[config.mk]
export PLATFORM = sky130hd
export DESIGN_NAME = seg7_scan_capture
export DESIGN_NICKNAME = d
export VERILOG_FILES = /design/src/rtl/seg7_pkg.sv /design/src/rtl/seg7_glyph_decode.sv /design/src/rtl/seg7_scan_capture.sv
export SDC_FILE = /design/constraint.sdc
export NUM_CORES = 1
export LEC_CHECK = 0
export ABC_AREA = 1
export ABC_CLOCK_PERIOD_IN_PS = 4100
export CORE_MARGIN = 2
export CORE_UTILIZATION = 45
export DETAILED_ROUTE_END_ITERATION = 10
export GPL_ROUTABILITY_DRIVEN = 0
export PLACE_DENSITY = 0.67
export SLEW_MARGIN = 20
export SYNTH_ARGS = -nofsm -noshare
export SYNTH_HDL_FRONTEND = slang
export SYNTH_SLANG_ARGS = --single-unit
[constraint.sdc]
create_clock -name clk -period 4.1 [get_ports clk]
set_input_delay 0.82 -clock clk [delete_from_list [all_inputs] [get_ports clk]]
set_output_delay 0.82 -clock clk [all_outputs]
set_load 0.01 [all_outputs]
[src/rtl/seg7_pkg.sv]
// -----------------------------------------------------------------------------
// seg7_pkg
// Shared constants and types for the seven-segment scan capture receiver.
//   NUM_DIGITS : number of multiplexed digits on the bus
//   GLYPHS     : active-low cx[7:1] (CA..CG) patterns for hex values 0..F,
//                indexed by the nibble value
//   state_t    : capture FSM states
// -----------------------------------------------------------------------------
package seg7_pkg;

    localparam int NUM_DIGITS = 8;

    // Active-low segment patterns, CA on bit 6 ... CG on bit 0.
    localparam logic [6:0] GLYPH_0 = 7'b0000001;
    localparam logic [6:0] GLYPH_1 = 7'b1001111;
    localparam logic [6:0] GLYPH_2 = 7'b0010010;
    localparam logic [6:0] GLYPH_3 = 7'b0000110;
    localparam logic [6:0] GLYPH_4 = 7'b1001100;
    localparam logic [6:0] GLYPH_5 = 7'b0100100;
    localparam logic [6:0] GLYPH_6 = 7'b0100000;
    localparam logic [6:0] GLYPH_7 = 7'b0001111;
    localparam logic [6:0] GLYPH_8 = 7'b0000000;
    localparam logic [6:0] GLYPH_9 = 7'b0000100;
    localparam logic [6:0] GLYPH_A = 7'b0001000;
    localparam logic [6:0] GLYPH_B = 7'b1100000;
    localparam logic [6:0] GLYPH_C = 7'b0110001;
    localparam logic [6:0] GLYPH_D = 7'b1000010;
    localparam logic [6:0] GLYPH_E = 7'b0110000;
    localparam logic [6:0] GLYPH_F = 7'b0111000;

    // Element i holds the glyph for value i.
    localparam logic [15:0][6:0] GLYPHS = {
        GLYPH_F, GLYPH_E, GLYPH_D, GLYPH_C, GLYPH_B, GLYPH_A, GLYPH_9, GLYPH_8,
        GLYPH_7, GLYPH_6, GLYPH_5, GLYPH_4, GLYPH_3, GLYPH_2, GLYPH_1, GLYPH_0
    };

    typedef enum logic [1:0] {
        WAIT   = 2'd0,
        SETTLE = 2'd1,
        HOLD   = 2'd2
    } state_t;

    // True when exactly one anode line is driven low.
    function automatic logic an_one_hot_low(input logic [NUM_DIGITS-1:0] an);
        return $onehot(~an);
    endfunction

endpackage

[src/rtl/seg7_glyph_decode.sv]
// -----------------------------------------------------------------------------
// seg7_glyph_decode
// Combinational reverse lookup of an active-low CA..CG pattern to a hex nibble.
//   pattern : in  7  cx[7:1], CA on bit 6
//   nibble  : out 4  matched value, 0 when no glyph matches
//   hit     : out 1  pattern is one of the 16 hex glyphs
// -----------------------------------------------------------------------------
module seg7_glyph_decode
    import seg7_pkg::*;
(
    input  logic [6:0] pattern,
    output logic [3:0] nibble,
    output logic       hit
);

    // Glyphs are unique, so at most one iteration matches.
    always_comb begin
        nibble = 4'h0;
        hit    = 1'b0;
        for (int i = 0; i < 16; i++) begin
            if (pattern == GLYPHS[i]) begin
                nibble = 4'(i);
                hit    = 1'b1;
            end
        end
    end

endmodule

[src/rtl/seg7_scan_capture.sv]
// -----------------------------------------------------------------------------
// seg7_scan_capture
// Monitors the multiplexed 8-digit seven-segment bus, waits for each scan slot
// to settle, decodes it to a hex nibble and publishes a complete frame once all
// eight digits have been seen.
//
// Parameters
//   STABLE_CYCLES  : identical synchronized samples needed to capture (2..255)
//   TIMEOUT_CYCLES : cycles allowed to assemble a frame before discarding it
// Ports
//   clk, rst_n  : clock, asynchronous active-low reset
//   an_in       : in  8   anodes, active-low, bit k = digit k
//   cx_in       : in  8   cathodes, active-low, [7:1] = CA..CG, [0] = DP
//   digits      : out 32  nibble k = decoded digit k of last complete frame
//   digit_valid : out 8   digit k matched a hex glyph
//   dp          : out 8   decimal point per digit, active-high
//   frame_valid : out 1   one-cycle pulse when the outputs were just updated
//   timeout     : out 1   one-cycle pulse when a partial frame is dropped
//   err_pattern : out 1   sticky, an unrecognized glyph was captured
// Build option
//   SEG7_CAPTURE_DP_EN : when defined, DP bits are stored and published on dp;
//                        otherwise dp is tied to zero.
// -----------------------------------------------------------------------------
module seg7_scan_capture
    import seg7_pkg::*;
#(
    parameter int STABLE_CYCLES  = 16,
    parameter int TIMEOUT_CYCLES = 2_000_000
) (
    input  logic                    clk,
    input  logic                    rst_n,
    input  logic [NUM_DIGITS-1:0]   an_in,
    input  logic [7:0]              cx_in,
    output logic [4*NUM_DIGITS-1:0] digits,
    output logic [NUM_DIGITS-1:0]   digit_valid,
    output logic [NUM_DIGITS-1:0]   dp,
    output logic                    frame_valid,
    output logic                    timeout,
    output logic                    err_pattern
);

    localparam int TW = (TIMEOUT_CYCLES > 2) ? $clog2(TIMEOUT_CYCLES) : 1;
    localparam logic [TW-1:0] TMO_LAST    = TW'(TIMEOUT_CYCLES - 1);
    // The counter is cleared on the first sample of a new value and counts the
    // unchanged samples after it; capture happens on the cycle it would step
    // to STABLE_CYCLES-1, i.e. on the STABLE_CYCLES-th identical sample.
    localparam logic [7:0]    STABLE_LAST = 8'(STABLE_CYCLES - 2);

    // ---------------- input synchronizers ----------------
    logic [NUM_DIGITS-1:0] an_m, an_s, an_prev;
    logic [7:0]            cx_m, cx_s, cx_prev;

    // Idle value is "all lines high" (blank), so reset there.
    always_ff @(posedge clk or negedge rst_n) begin
        if (!rst_n) begin
            an_m    <= '1;
            an_s    <= '1;
            cx_m    <= '1;
            cx_s    <= '1;
            an_prev <= '1;
            cx_prev <= '1;
        end else begin
            an_m    <= an_in;
            an_s    <= an_m;
            cx_m    <= cx_in;
            cx_s    <= cx_m;
            an_prev <= an_s;
            cx_prev <= cx_s;
        end
    end

    logic changed, an_ok;
    assign changed = ({an_s, cx_s} != {an_prev, cx_prev});
    assign an_ok   = an_one_hot_low(an_s);

    // ---------------- glyph decode ----------------
    logic [3:0] dec_nib;
    logic       dec_hit;

    seg7_glyph_decode u_decode (
        .pattern (cx_s[7:1]),
        .nibble  (dec_nib),
        .hit     (dec_hit)
    );

    // ---------------- capture FSM ----------------
    state_t     state, state_nx;
    logic [7:0] stable_cnt;
    logic       capture, cnt_clr;

    always_ff @(posedge clk or negedge rst_n) begin
        if (!rst_n) state <= WAIT;
        else        state <= state_nx;
    end

    always_comb begin
        state_nx = state;
        case (state)
            WAIT:   if (an_ok) state_nx = SETTLE;
            SETTLE: begin
                if (changed)                        state_nx = an_ok ? SETTLE : WAIT;
                else if (stable_cnt == STABLE_LAST) state_nx = HOLD;
            end
            HOLD:   if (changed) state_nx = an_ok ? SETTLE : WAIT;
            default: state_nx = WAIT;
        endcase
    end

    always_comb begin
        capture = (state == SETTLE) && !changed && (stable_cnt == STABLE_LAST);
        cnt_clr = (state != SETTLE) || changed || capture;
    end

    always_ff @(posedge clk or negedge rst_n) begin
        if (!rst_n)       stable_cnt <= '0;
        else if (cnt_clr) stable_cnt <= '0;
        else              stable_cnt <= stable_cnt + 8'd1;
    end

    // ---------------- shadow frame and publish ----------------
    logic [NUM_DIGITS-1:0]      cap_mask;
    logic [NUM_DIGITS-1:0][3:0] sh_nib;
    logic [NUM_DIGITS-1:0]      sh_hit;
    logic [NUM_DIGITS-1:0]      seen;
    logic [TW-1:0]              tmo_cnt;
    logic                       complete, tmo_hit;

    // Capture only fires with a one-hot-low anode, so ~an_s selects the slot.
    assign cap_mask = capture ? ~an_s : '0;
    assign complete = (seen == '1);
    // Completion takes priority over an expiring timeout.
    assign tmo_hit  = !complete && (seen != '0) && (tmo_cnt == TMO_LAST);

    always_ff @(posedge clk or negedge rst_n) begin
        if (!rst_n) begin
            sh_nib <= '0;
            sh_hit <= '0;
        end else begin
            for (int k = 0; k < NUM_DIGITS; k++) begin
                if (cap_mask[k]) begin
                    sh_nib[k] <= dec_nib;
                    sh_hit[k] <= dec_hit;
                end
            end
        end
    end

    always_ff @(posedge clk or negedge rst_n) begin
        if (!rst_n) begin
            seen        <= '0;
            tmo_cnt     <= '0;
            digits      <= '0;
            digit_valid <= '0;
            frame_valid <= 1'b0;
            timeout     <= 1'b0;
            err_pattern <= 1'b0;
        end else begin
            seen        <= ((complete || tmo_hit) ? '0 : seen) | cap_mask;
            frame_valid <= complete;
            timeout     <= tmo_hit;
            if (complete || tmo_hit || seen == '0) tmo_cnt <= '0;
            else                                  tmo_cnt <= tmo_cnt + 1'b1;
            if (complete) begin
                digits      <= sh_nib;
                digit_valid <= sh_hit;
            end
            if (capture && !dec_hit) err_pattern <= 1'b1;
        end
    end

`ifdef SEG7_CAPTURE_DP_EN
    logic [NUM_DIGITS-1:0] sh_dp;

    // Pin DP is active-low; stored and published active-high.
    always_ff @(posedge clk or negedge rst_n) begin
        if (!rst_n) begin
            sh_dp <= '0;
            dp    <= '0;
        end else begin
            for (int k = 0; k < NUM_DIGITS; k++)
                if (cap_mask[k]) sh_dp[k] <= ~cx_s[0];
            if (complete) dp <= sh_dp;
        end
    end
`else
    assign dp = '0;
`endif

endmodule

# == Word-level counts from Yosys, hierarchy flattened ==
# Cells that the tools add are included.
# totals
register_bits,170
input_bits,18
output_inout_bits,51
# classes
n_addsub,9
n_eq_ne,26
muxes,41
n_bitwise,2
reduce_logical,17
# ops
op,count
"equality test 7 x 6 -> 1 bit, second input constant",5
2-to-1 mux 4 bit,8
"equality test 7 bit, second input constant",4
2-to-1 mux 8 bit,3
"adder 21 x 1 -> 21 bit, second input constant",1
"equality test 21 bit, second input constant",1
2-to-1 mux 21 bit,1
2-to-1 mux 1 bit,18
inequality test 16 bit,1
"equality test 7 x 3 -> 1 bit, second input constant",2
"equality test 7 x 4 -> 1 bit, second input constant",2
2-to-1 mux 2 bit,6
2-to-1 mux 3 bit,4
adder 1 x 1 -> 2 bit,4
"adder 8 x 1 -> 8 bit, second input constant",1
"equality test 8 x 4 -> 1 bit, second input constant",1
"equality test 8 bit, second input constant",1
zero test 8 bit,1
NOT 8 bit,1
OR 8 bit,1
nonzero test 8 bit,1
"equality test 7 x 1 -> 1 bit, second input constant",1
"equality test 7 x 5 -> 1 bit, second input constant",1
zero test 7 bit,1
14 further kinds,25

# == Longest topological paths before layout ==
# logic_depth
word_depth,19
depth_mapped,13
mapped_depth_nobuf,13

# == By module ==
# A second synthesis with hierarchy kept.
# hier_totals
cells_unflattened,821
area_unflattened_um2,7428.4
# modules_own_cells
module,instances,cells_each,area_per_inst_um2
seg7_scan_capture,1,759,7090.6
seg7_glyph_decode,1,62,337.8

# == Worst setup path before layout ==
# Ideal clock, no wire load.
# synth_path
kind,flip-flop to flip-flop
start,register an_s[1]
end,register state[0]
setup_ns,0.083
arrival_time_ns,3.046
required_time_ns,4.017
setup_slack_ns,0.971
stages_incl_launch_ff,14
cell_sequence,dfstp_2 -> fa_1 -> inv_1 -> fa_1 -> fa_1 -> ha_1 -> inv_1 -> fa_1 -> xnor2_1 -> nor2_1 -> nand3_1 -> o21ai_0 -> nand3_1 -> o21ai_0
# synth_via
elab_chain_cells,8
word_cells_on_any_way,14
cone_classes,3 x add/sub; 5 x eq/ne; 4 x mux; 1 x bitwise; 1 x reduce/logical
# synth_rtl
item,line_no,rtl
"start, declared",seg7_scan_capture.sv:50,"logic [NUM_DIGITS-1:0] an_m, an_s, an_prev;"
"start signal, assigned",seg7_scan_capture.sv:64,an_s <= an_m;
NOT 8 bit,seg7_pkg.sv:45,return $onehot(~an);
adder 1 x 1 -> 2 bit (not written as such),seg7_pkg.sv:45,
adder 2 x 2 -> 3 bit (not written as such),seg7_pkg.sv:45,
adder 3 x 3 -> 4 bit (not written as such),seg7_pkg.sv:45,
equality test 4 x 1 -> 1 bit,seg7_pkg.sv:45,
2-to-1 mux 1 bit,"seg7_scan_capture.sv:101, seg7_scan_capture.sv:104",
2-to-1 mux 2 bit (on tied branches),"seg7_scan_capture.sv:104, seg7_scan_capture.sv:101",
case mux 2 bit (3 select lines),seg7_scan_capture.sv:98,case (state)
"end signal, assigned",seg7_scan_capture.sv:93,else state <= state_nx;
"end, declared",seg7_scan_capture.sv:87,"state_t state, state_nx;"
# Several ways; a longest one is shown, not always the timed one. The select of a mux whose other input is x is not followed.
# A chain may end at the register's enable or synchronous reset.

# == Worst setup path after layout ==
# Ends and elaborated chain as after synthesis.

==> flow_summary_export.csv <==
group,metric,value,unit
die,num_rows,47,
sta,setup_viol,0,
cts,insertion_delay,0.43,ns
logic_synthesis,synth_edf_count,0,
critical_path,crit_path_start_kind,"register",
global_routing,antenna_found_initial,0,
cts,cts_setup_buffers,0,
critical_path,r2r_slack,0.71,ns
cts,clk_pin_slew_worst_paths,0.07,ns
logic_synthesis,synth-seq-area-share,57.5,%
critical_path,reg2reg_from,"an_s[1]$_DFF_PN1_",
route,drc,0,
global_routing,grt_max_degree,80,
placement,port_buffers,60,
die,dieArea,0.0177,mm2
sta,finalHoldViolations,0,
cts,cts_resized,0,
critical_path,cp_slowest_stage_delay,0.59,ns
logic_synthesis,ys_types,38,
finish,area_growth,19.1,%
critical_path,path_depth,13,
route,via_count,5528,
cts,cts_made_buffers,17,
critical_path,cp_cell_sequence,"fa_1 -> inv_1 -> fa_1 -> fa_1 -> ha_1 -> inv_1 -> fa_1 -> xnor2_1 -> nor2_1 -> nand3_1 -> o21ai_0 -> nand3_1 -> o21ai_0",
run,drv_cap,0,
cts,clk_path_buf_depth,2,
global_routing,grt_first_pass_wirelength,26.0,mm
sta,fmax,0.295,GHz
critical_path,crit_end,"state[0]$_DFFE_PN0P_",
logic_synthesis,ys_async_sr_fraction,100,%
logic_synthesis,synth_top_cell_by_area,"dfrtp_1",
cts,hold_buffers,0,
critical_path,crit_required,4.45,ns
power_and_ir_drop,power_density,410,mW/mm2
finish,reg_top3,"digits: 32 flops, sh_nib: 32 flops, tmo_cnt: 21 flops",
critical_path,crit_fanout,5,
sta,slew_headroom,40.7,%
logic_synthesis,synth_most_common_cell,"nand2_1",
placement,dpl_cell_area,0.00830,mm2
logic_synthesis,ys.flop_type,"dfrtp_1",
finish,fin_area,0.00894,mm2
critical_path,crit_type,"reg2reg",
logic_synthesis,yosys_register_bits,170,
critical_path,crit_top_cell,"fa_1",
die,die_w,133,um
finish,antennaDiodeCount,0,
route,drtPass1Iterations,5,
logic_synthesis,synth_top_area_share,40.7,%
logic_synthesis,synth_cells,848,
die,die_h,133,um
cts,cts.sinks,170,
logic_synthesis,synth.area.top_cells,"dfrtp_1 (41%), dfstp_2 (17%), nand2_1 (17%)",
global_routing,grt_pass1_vias,5346,
critical_path,rr_endpoint,"state[0]$_DFFE_PN0P_",
global_routing,grt-ovfl-total,0,
logic_synthesis,yosys_warnings,0,
sta,tns,0,ns
power_and_ir_drop,p_leak,4.58,nW
critical_path,crit_start,"an_s[1]$_DFF_PN1_",
finish,drive_gt1_share,13.1,%
logic_synthesis,syn-cell-area,0.00750,mm2
finish,nNetsFinal,941,
sta,whs,0.355,ns
route,post_drt_via_cell_ratio,4.82,
route,drt_iter0_markers,358,
status,status,"complete, no violations",
sta,rsz0062_at_grt,"false",
cts,cts_max_level,4,
placement,dp_hpwl,10.4,mm
route,postRouteAntennaNets,0,
die,coreArea,0.0165,mm2
critical_path,arrival,3.75,ns
critical_path,cp-end-kind,"register",
finish,final_cells,1146,
sta,slew_violations,0,
route,wirelength,15.1,mm
die,pin_count,69,
sta,worst_pin_slew,0.882,ns
sta,fin_crit_sh,82.8,%
placement,place_inst,1114,
logic_synthesis,postSynthAreaPerCell,8.85,um2
route,wire_per_inst,13.2,um
global_routing,track_usage,18.5,%
cts,cts_tree,"done",
critical_path,slowest_stage,"dfstp_2",
worst_hold_path,hold_class,"reg2reg",
critical_path,path_buf_inv,2,
die,start_util,45.6,%
logic_synthesis,netlist_top_cells_count,"nand2_1 (336), dfrtp_1 (122), nor2_1 (82)",
cts,ctsRootBufferMaster,"clkbuf_16",
sta,skew,0.0145,ns
critical_path,crit_family,"adder cells",
critical_path,reg2reg_depth,13,
power_and_ir_drop,vdd_drop_max,324,uV
sta,final.min_clock_period,3.39,ns
[worst min-delay path by stage]
stage	from	to	slack (ns)	depth (start not counted)
after detailed placement	cx_m[6]$_DFF_PN1_	cx_s[6]$_DFF_PN1_	0.35	0
after CTS	cx_m[6]$_DFF_PN1_	cx_s[6]$_DFF_PN1_	0.36	0
after floorplan	an_m[0]$_DFF_PN1_	an_s[0]$_DFF_PN1_	0.35	0
after global routing	cx_m[6]$_DFF_PN1_	cx_s[6]$_DFF_PN1_	0.36	0
after global placement	cx_m[4]$_DFF_PN1_	cx_s[4]$_DFF_PN1_	0.35	0
final	cx_m[6]$_DFF_PN1_	cx_s[6]$_DFF_PN1_	0.35	0
[final cells by class]
class | count | area, um2
clock inverters | 10 | 124
flip-flops and latches | 170 | 4310
fillers | 1498 | 7530
repair buffers | 65 | 652
well taps | 220 | 275
clock buffers | 22 | 518
multi-input cells | 582 | 2770
inverters | 77 | 289
[metal layers]
metal,up-vias,wire length [um],GRT usage (%)
met2,108,7120,28.4
met5,-,0,0
li1,2759,-,-
met1,2644,7250,26.3
met3,17,503,3.65
met4,0,233,6.86
[through the flow]
stage	setup WS, ns	power, mW	utilization (%)
6_report	0.705	3.67	54.3
5_1_grt	0.521	3.81	54.3
4_1_cts	0.714	3.70	54.3
3_5_place_dp	0.700	1.99	50.4
3_3_place_gp	0.868	1.98	50.4
2_1_floorplan	0.971	1.91	-
[kinds of logic (layout without fill, tap and decap cells)]
family | Yosys count | after routing | share of synthesized area [%]
adder cells (fa/ha/maj) | 10 | 10 | 2.07
buffers and inverters | 103 | 174 | 5.99
other | 1 | 8 | 0.0500
flip-flops | 170 | 170 | 57.5
XOR/XNOR | 21 | 21 | 2.45
AO/OA/AOI/OAI | 11 | 11 | 0.867
AND/OR/NAND/NOR | 532 | 532 | 31.1
[where the power goes]
group	switching [mW]	internal [mW]	leakage, nW
Combinational	0.141	0.0652	2.06
Sequential	0.0298	1.73	2.21
Clock	0.675	1.03	0.310
Total	0.846	2.82	4.58
[layout by cell type, fill, tap and decap left out, drive strengths merged]
cell type / count
dfstp: 48
nand2: 337
clkbuf: 22
xor2: 14
fa: 4
bufinv: 2
nand4: 19
clkinvlp: 2
o21bai: 1
o21ai: 2
nand3: 63
nor3: 14
and2: 1
dfrtp: 122
nor4: 2
xnor2: 7
clkdlybuf4s50: 59
nor3b: 3
o211ai: 1
or2: 4
clkinv: 2
a21oi: 6
inv: 81
conb: 8
nor2: 89
ha: 6
a31oi: 1
buf: 6
Note: power is estimated with default switching activity, not from simulation.
